File: config.mk
export PLATFORM = sky130hd
export DESIGN_NAME = systolic_array
export DESIGN_NICKNAME = d
export VERILOG_FILES = /design/src/rtl/tpu_pkg.sv /design/src/rtl/systolic_pe.sv /design/src/rtl/systolic_array.sv
export SDC_FILE = /design/constraint.sdc
export NUM_CORES = 2
export LEC_CHECK = 0
export CELL_PAD_IN_SITES_DETAIL_PLACEMENT = 0
export CELL_PAD_IN_SITES_GLOBAL_PLACEMENT = 2
export CORE_MARGIN = 2
export CORE_UTILIZATION = 35
export CTS_CLUSTER_SIZE = 24
export DETAILED_ROUTE_END_ITERATION = 12
export PLACE_DENSITY = 0.76
export REMOVE_ABC_BUFFERS = 1
export SYNTH_ARGS = -nofsm -noshare
export SYNTH_HDL_FRONTEND = slang
export SYNTH_SLANG_ARGS = --single-unit
File: constraint.sdc
create_clock -name clk -period 5.4 [get_ports clk]
set_input_delay 0.81 -clock clk [delete_from_list [all_inputs] [get_ports clk]]
set_output_delay 0.81 -clock clk [all_outputs]
set_load 0.02 [all_outputs]
File: src/rtl/tpu_pkg.sv
// Shared types and helpers for the TPU datapath blocks.
package tpu_pkg;

    typedef enum logic [1:0] {
        IDLE  = 2'd0,
        FEED  = 2'd1,
        DRAIN = 2'd2
    } sa_state_t;

    // Accumulator width that holds an n-term sum of dw x dw products without wrap.
    function automatic int sa_acc_w(input int dw, input int n);
        return 2 * dw + $clog2(n);
    endfunction

endpackage

File: src/rtl/systolic_pe.sv
// Output-stationary processing element: multiply-accumulate with a one-stage
// operand pipe passing A to the right and B downward.
module systolic_pe #(
    parameter int DW     = 8,
    parameter int AW     = 19,
    parameter int SIGNED = 0
) (
    input  logic          clk,
    input  logic          rst_n,
    input  logic          en,
    input  logic          clr,
    input  logic [DW-1:0] a_in,
    input  logic [DW-1:0] b_in,
    output logic [DW-1:0] a_out,
    output logic [DW-1:0] b_out,
    output logic [AW-1:0] acc
);

    logic signed [2*DW-1:0] aExt, bExt;
    logic        [2*DW-1:0] prod;
    logic        [AW-1:0]   prodExt;
    logic        [AW-1:0]   acc_d, acc_q;
    logic        [DW-1:0]   a_q, b_q;

    // Extending both operands to 2*DW first keeps one multiplier for both modes.
    always_comb begin
        aExt    = (SIGNED != 0) ? {{DW{a_in[DW-1]}}, a_in} : {{DW{1'b0}}, a_in};
        bExt    = (SIGNED != 0) ? {{DW{b_in[DW-1]}}, b_in} : {{DW{1'b0}}, b_in};
        prod    = aExt * bExt;
        prodExt = (SIGNED != 0) ? {{(AW-2*DW){prod[2*DW-1]}}, prod}
                                : {{(AW-2*DW){1'b0}}, prod};
        acc_d   = acc_q;
        if (clr) begin
            acc_d = '0;
        end else if (en) begin
            acc_d = acc_q + prodExt;
        end
    end

    always_ff @(posedge clk or negedge rst_n) begin
        if (!rst_n) begin
            acc_q <= '0;
            a_q   <= '0;
            b_q   <= '0;
        end else begin
            acc_q <= acc_d;
            a_q   <= en ? a_in : '0;
            b_q   <= en ? b_in : '0;
        end
    end

    assign a_out = a_q;
    assign b_out = b_q;
    assign acc   = acc_q;

endmodule

File: src/rtl/systolic_array.sv
// N x N output-stationary systolic matrix multiplier with start/busy/done
// handshake; computes C = A * B at full precision.
module systolic_array
    import tpu_pkg::*;
#(
    parameter int N      = 4,
    parameter int DW     = 8,
    parameter int SIGNED = 0,
    parameter int AW     = sa_acc_w(DW, N)
) (
    input  logic                         clk,
    input  logic                         rst_n,
    input  logic                         start,
    input  logic [N-1:0][N-1:0][DW-1:0]  a,
    input  logic [N-1:0][N-1:0][DW-1:0]  b,
    output logic [N-1:0][N-1:0][AW-1:0]  c,
    output logic                         busy,
    output logic                         done
);

    localparam int            TW     = $clog2(3 * N);
    localparam logic [TW-1:0] T_LAST = TW'(3 * N - 3);

    sa_state_t                       state_q;
    logic [TW-1:0]                   t_q;
    logic [N-1:0][N-1:0][DW-1:0]     aOp_q, bOp_q;
    logic [N-1:0][N-1:0][AW-1:0]     c_q;
    logic                            busy_q, done_q;

    logic                            accept, feedEn;
    logic [N-1:0][DW-1:0]            leftIn, topIn;
    logic [N-1:0][N-1:0][DW-1:0]     aWire, bWire;
    logic [N-1:0][N-1:0][AW-1:0]     accs;
    logic [N-1:0][DW-1:0]            unusedATail, unusedBTail;

    assign accept = (state_q == IDLE) && start;
    assign feedEn = (state_q == FEED);

    always_ff @(posedge clk or negedge rst_n) begin
        if (!rst_n) begin
            state_q <= IDLE;
            t_q     <= '0;
            aOp_q   <= '0;
            bOp_q   <= '0;
            c_q     <= '0;
            busy_q  <= 1'b0;
            done_q  <= 1'b0;
        end else begin
            done_q <= 1'b0;
            case (state_q)
                IDLE: begin
                    if (start) begin
                        state_q <= FEED;
                        busy_q  <= 1'b1;
                        aOp_q   <= a;
                        bOp_q   <= b;
                        t_q     <= '0;
                    end
                end
                FEED: begin
                    if (t_q == T_LAST) begin
                        state_q <= DRAIN;
                    end else begin
                        t_q <= t_q + TW'(1);
                    end
                end
                DRAIN: begin
                    c_q     <= accs;
                    done_q  <= 1'b1;
                    busy_q  <= 1'b0;
                    state_q <= IDLE;
                end
                default: state_q <= IDLE;
            endcase
        end
    end

    // Skewed injection: row i sees A[i][t-i], column j sees B[t-j][j], else zero.
    always_comb begin
        leftIn = '0;
        topIn  = '0;
        for (int i = 0; i < N; i++) begin
            for (int k = 0; k < N; k++) begin
                if (int'(t_q) == i + k) begin
                    leftIn[i] = aOp_q[i][k];
                    topIn[i]  = bOp_q[k][i];
                end
            end
        end
    end

    for (genvar gi = 0; gi < N; gi++) begin : g_row
        assign aWire[gi][0] = leftIn[gi];
        assign bWire[0][gi] = topIn[gi];
        for (genvar gj = 0; gj < N; gj++) begin : g_col
            logic [DW-1:0] aOut, bOut;

            systolic_pe #(.DW(DW), .AW(AW), .SIGNED(SIGNED)) u_pe (
                .clk   (clk),
                .rst_n (rst_n),
                .en    (feedEn),
                .clr   (accept),
                .a_in  (aWire[gi][gj]),
                .b_in  (bWire[gi][gj]),
                .a_out (aOut),
                .b_out (bOut),
                .acc   (accs[gi][gj])
            );

            if (gj < N - 1) begin : g_a_link
                assign aWire[gi][gj+1] = aOut;
            end else begin : g_a_tail
                assign unusedATail[gi] = aOut;
            end
            if (gi < N - 1) begin : g_b_link
                assign bWire[gi+1][gj] = bOut;
            end else begin : g_b_tail
                assign unusedBTail[gj] = bOut;
            end
        end
    end

    assign c    = c_q;
    assign busy = busy_q;
    assign done = done_q;

endmodule

# Yosys cells after proc, flatten, opt, wreduce, memory -nomap -nowiden
# Index checks and enable logic that the tools add are counted.
dict set report totals {
  ff_bits 1032
  latchBits 0
  mem_bits_rw 0
  rom_bits 0
  input_bits 259
  n_memories 0
}
dict set report classes {
  n_addsub 17
  multipliers 16
  div_mod_pow 0
  order_cmp 0
  n_eq_ne 12
  shifts 0
  muxes 97
  bitwise 0
  n_reduce_logical 10
}
# operator n
set ops {}
lappend ops {{2-to-1 mux 18 bit} 32}
lappend ops {{2-to-1 mux 8 bit} 56}
lappend ops {{adder 18 x 16 -> 18 bit} 16}
lappend ops {{multiplier 8 x 8 -> 16 bit} 16}
lappend ops {{== test 4 bit (second input constant)} 4}
lappend ops {{== test 4 x 3 -> 1 bit (second input constant)} 2}
lappend ops {{2-to-1 mux 4 bit} 2}
lappend ops {{one-hot mux 4 bit (2 select lines)} 1}
lappend ops {{!= test 2 bit (second input constant)} 3}
lappend ops {{AND reduction 2 bit} 3}
lappend ops {{nonzero test 2 bit} 3}
lappend ops {{adder 4 x 1 -> 4 bit (second input constant)} 1}
lappend ops {{== test 4 x 2 -> 1 bit (second input constant)} 1}
lappend ops {{logical NOT 4 bit} 1}
lappend ops {{2-to-1 mux 2 bit} 2}
lappend ops {{one-hot mux 2 bit (2 select lines)} 1}
lappend ops {{AND reduction 3 bit} 1}
lappend ops {{== test 2 x 1 -> 1 bit (second input constant)} 1}
lappend ops {{== test 2 bit (second input constant)} 1}
lappend ops {{logical NOT 2 bit} 1}
lappend ops {{2-to-1 mux 1 bit} 2}
lappend ops {{one-hot mux 1 bit (2 select lines)} 1}
lappend ops {{logical AND 1 bit} 1}

# Longest topological paths before layout
dict set report depth {
  word_depth 9
  mapped_depth 29
  ltp_nobuf 28
}

# Cells and area by module
# From an unflattened synthesis, not the netlist that was laid out.
dict set report hier_totals {
  cells_unflattened 8311
  hier_area_um2 85363.1
}
# mod n_inst cells_per_inst area_each_um2 seq_area_each_um2
set by_module_without_submodules {}
lappend by_module_without_submodules {{systolic_pe at g_row[1].g_col[0].u_pe ...} 8 418 3903.7 850.8}
lappend by_module_without_submodules {systolic_array 1 1567 22663.0 13813.2}
lappend by_module_without_submodules {{systolic_pe at g_row[0].g_col[1].u_pe ...} 2 425 3946.3 850.8}
lappend by_module_without_submodules {{systolic_pe at g_row[3].g_col[1].u_pe ...} 2 421 3893.7 850.8}
lappend by_module_without_submodules {{systolic_pe at g_row[3].g_col[0].u_pe} 1 445 3997.6 850.8}
lappend by_module_without_submodules {{systolic_pe at g_row[0].g_col[3].u_pe} 1 426 3992.6 850.8}
lappend by_module_without_submodules {{systolic_pe at g_row[3].g_col[3].u_pe} 1 427 3973.8 850.8}
lappend by_module_without_submodules {{systolic_pe at g_row[0].g_col[0].u_pe} 1 410 3826.2 850.8}

# Worst setup path before layout
# Ideal clock, no wire load.
dict set report synth_timing {
  kind {register to register}
  startpoint {register t_q[0]}
  endpoint {register g_row[3].g_col[0].u_pe.acc_q[16]}
  setup_time_ns 0.122
  t_arrival_ns 5.685
  slack_ns -0.406
  stages_incl_launch_ff 24
  n_path_buf 2
  period_less_slack_ns 5.806
  path_cell_list {dfrtp_1 > inv_1 > ha_1 > clkbuf_1 > clkbuf_1 > o21ai_0 > a22oi_1 > nand2b_1 > fa_1 > fa_1 > inv_1 > fa_1 > inv_1 > fa_1 > inv_1 > ha_1 > and3_1 > nand3_1 > o22a_2 > a31o_4 > nand2b_2 > o311a_1 > or3_1 > a32o_1}
}
dict set report synth_between {
  elab_chain_cells 9
}
# item line_no
set synth_lines {}
lappend synth_lines {{from (decl)} systolic_array.sv:25} ;# logic [TW-1:0] t_q;
lappend synth_lines {{from (signal assigned)} systolic_array.sv:64} ;# t_q <= t_q + TW'(1);
lappend synth_lines {{== test 4 x 3 -> 1 bit} systolic_array.sv:84} ;# if (int'(t_q) == i + k) begin
lappend synth_lines {{2-to-1 mux 8 bit (3 in a row)} systolic_array.sv:84}
lappend synth_lines {{2-to-1 mux 8 bit (*)} systolic_array.sv:84}
lappend synth_lines {{multiplier 8 x 8 -> 16 bit (*)} systolic_pe.sv:29} ;# prod = aExt * bExt;
lappend synth_lines {{adder 18 x 16 -> 18 bit (*)} systolic_pe.sv:36} ;# acc_d = acc_q + prodExt;
lappend synth_lines {{2-to-1 mux 18 bit (*)} systolic_pe.sv:35} ;# end else if (en) begin
lappend synth_lines {{2-to-1 mux 18 bit (*)} systolic_pe.sv:33} ;# if (clr) begin
lappend synth_lines {{to (signal assigned)} systolic_pe.sv:42} ;# acc_q <= '0;
lappend synth_lines {{to (signal assigned)} systolic_pe.sv:46} ;# acc_q <= acc_d;
lappend synth_lines {{to (decl)} systolic_pe.sv:22} ;# logic [AW-1:0] acc_d, acc_q;
# Mark *: on every way between the ends. The rest lies on a longest branch, timed or not. The select of a mux whose other input is x is not followed.
# A chain may end at the register's enable or synchronous reset.

# Worst setup path after layout
# Same ends and word-level chain as after synthesis.

==> results.toml <==
[routing]
drc = 0
highest_layer = "met5"
drt-pass1-iter-count = 5
wl_um = 254000
wirelength_met1_um = 113000
wl_met2_um = 121000
wl_met3_um = 11100
vias_per_cell = 4.77
routedWlPerCell_um = 19.7
initialDrtViolationCount = 3182
ant_nets = 0
dr_total_vias = 61417

[timing]
fin_crit_ns = 5.72
slew_headroom = 0.200
hold_slack_ns = 0.0479
fin_ws_ns = -0.319
clock.fmax_mhz = 175
skew_ns = 0.0375
hold_viol = 0
finalSetupViolCount = 39
rsz0062_at_grt = "true"
tightest_slew_ns = 1.20
finalCritPeriodShare = 1.06
drv_slew = 0

[power_and_ir_drop]
combPwrFrac = 0.530
p_leak_nw = 50.5
clockPowerShare = 0.184
swShare = 0.439
power.internal_mw = 28.0
peakVddDrop_v = 0.000297
power_frac_seq = 0.286
p_sw_mw = 21.9
p_per_area_nw_per_um2 = 499

[critical_path]
start_kind = "register"
r2r-start = "t_q[0]"
required_ns = 6.07
setup.worst_path.start = "t_q[0]"
crit_type = "register to register"
crit_arrival_ns = 6.39
endpoint_kind = "register"
critPathMaxFanout = 6

[placed_design]
place_congestion = 0.892
dp_slack_ns = -0.602
port_buffers = 548
hpwlAfterDp_um = 195000

[clock_network]
cts-root-buf = "clkbuf_16"
cts_made_buffers = 133
htreeDepth = 4
cts_tree = "built"
clock_sinks = 1032
clock_latency_ns = 0.80
clkSlewWorstSetupHoldPaths_ns = 0.06
cts_buffer_depth = 3

[die]
coreArea_um2 = 225000
start_util = 0.353
pin_count = 549
placementRows = 174
die_area_um2 = 231000
die_w_um = 481
die_h_um = 481

[synth]
ys_warn_count = 0
ys_seq_area_frac = 0.325
synth_ff_type = "dfrtp_1"
async_reset_ff_frac = 1.00
avgSynthCellArea_um2 = 9.03
synth-seq-cells = 1032
yosysUniqueCellTypes = 81
synth_cells = 8809
synth_edf_count = 0
syn-cell-area_um2 = 79500

[global_route]
grtUsageTotal = 0.224
grt_pass1_vias = 66214
grt_max_degree = 178
grt_pass1_wl_um = 397000
antenna_found_initial = 12
grt_overflow_total = 0

[finish]
areaGrowthSynthToFinish_pct = 25.8
fin_nets = 11472
fin_util = 0.444
drive_gt1_frac = 0.132

[run_status]
status = "complete, but fails checks"
violations = "setup timing"

[run]
cap_violations = 0

[hold_path]
min_path_type = "primary input to async pin"
worst paths after layout:
path / to / slack, ns / cells past startpoint
worst min register to register: c[279] / 0.47 / 2
worst max register to register: g_row[3].g_col[0].u_pe.acc[16] / -0.32 / 25
worst min-delay path: c[214] / 0.05 / 1
max in group asynchronous: g_row[1].g_col[1].u_pe.b_out[3] / 3.94 / 3
min in group clk: c[279] / 0.47 / 2
worst max-delay path: g_row[3].g_col[0].u_pe.acc[16] / -0.32 / 25
power groups by stage:
stage / Sequential [mW] / Combinational [mW] / Clock (mW)
3_5_place_dp: 14.3 / 23.1 / 0
5_1_grt: 14.7 / 29.6 / 9.78
6_report: 14.3 / 26.5 / 9.19
3_3_place_gp: 14.3 / 22.8 / 0
2_1_floorplan: 13.6 / 12.5 / 0
4_1_cts: 14.3 / 25.5 / 9.49
area by class of cell:
class,count,area [um2]
antenna,8,20.0
sequential,1032,25800
fill,22156,125000
clock buffer,179,3820
clock inverter,53,647
multi-input combinational,6030,49500
inverter,1415,5320
timing repair buffer,1157,11100
tap,2992,3740
routing by layer:
| layer | GRT usage | vias to the layer above |
|---|---|---|
| li1 | - | 29220 |
| met4 | 0.0765 | 4 |
| met3 | 0.0352 | 316 |
| met1 | 0.296 | 30679 |
| met2 | 0.372 | 1198 |
| met5 | 0 | - |
critical path, cell delays in order, from the launching register on:
cell	delay, ns
dfrtp_1	0.42
buf_6	0.14
ha_4	0.19
buf_8	0.16
buf_6	0.13
nor2b_4	0.11
o21ai_1	0.12
a22o_2	0.23
buf_6	0.13
nand2_4	0.05
fa_1	0.52
inv_2	0.04
fa_1	0.50
inv_1	0.06
fa_1	0.46
fa_1	0.56
inv_2	0.06
ha_4	0.23
and3_4	0.18
nand3_2	0.05
o22a_2	0.15
a31o_4	0.17
nand2b_4	0.06
o311a_1	0.29
or3_1	0.31
a32o_1	0.25
flip-flops by register name, indices dropped and copies added (netlist names):
| name | cells |
|---|---|
| g_row.g_col.u_pe.acc | 288 |
| g_row.g_col.u_pe.b_out | 96 |
| aOp_q | 128 |
| done | 1 |
| g_row.g_col.u_pe.a_out | 96 |
| bOp_q | 128 |
| busy | 1 |
| c | 288 |
| t_q | 4 |
| state_q | 2 |
through the flow:
step	total power [mW]	setup TNS [ns]	instances	cell area, um2
3_3_place_gp	37.2	-14.64	12462	91400
6_report	49.9	-5.96	12866	100000
3_5_place_dp	37.5	-17.18	12462	91400
4_1_cts	49.3	-5.87	12817	98500
2_1_floorplan	26.1	-3479.35	8477	78300
5_1_grt	54.0	-16.13	12859	100000
synthesized netlist by cell type (50+ instances only):
cell type / count / area (um2)
nand2_1: 2155 / 8090
inv_1: 1415 / 5310
dfrtp_1: 1032 / 25800
fa_1: 800 / 16000
ha_1: 644 / 8060
and2_1: 566 / 3540
o21ai_0: 498 / 2490
clkbuf_1: 299 / 1120
a21oi_1: 235 / 1180
nor2_1: 204 / 766
xnor2_1: 97 / 850
nor2b_1: 95 / 594
a22o_1: 88 / 771
xor2_1: 85 / 744
a21o_1: 74 / 556
nand2b_1: 64 / 400
nand3_1: 50 / 250
cell families after synthesis:
kind of cell,synth area share
simple gates,0.181
buf+inv,0.0826
fa+ha+maj,0.303
compound gates,0.0884
flops,0.325
xor+xnor,0.0200
mux,0.000629
repair_timing:
item | in CTS | in global routing
hold buffers | 0 | 0
gates resized for setup | 405 | 349
pin swaps | 178 | 271
buffers inserted | 124 | 62
cloned | 4 | 2
setup endpoints to repair | 58 | 70
cells in the final DEF (no fill, tap or decap), types with 177 or more instances in the layout:
master | synthesis | final
nand2_1 | 2155 | 2085
inv_1 | 1415 | 1365
dfrtp_1 | 1032 | 1032
fa_1 | 800 | 775
ha_1 | 644 | 598
and2_1 | 566 | 548
clkdlybuf4s50_1 | 0 | 547
buf_4 | 0 | 469
o21ai_0 | 498 | 363
a21oi_1 | 235 | 181
nor2_1 | 204 | 177
Note: power is estimated with default switching activity, not from simulation.
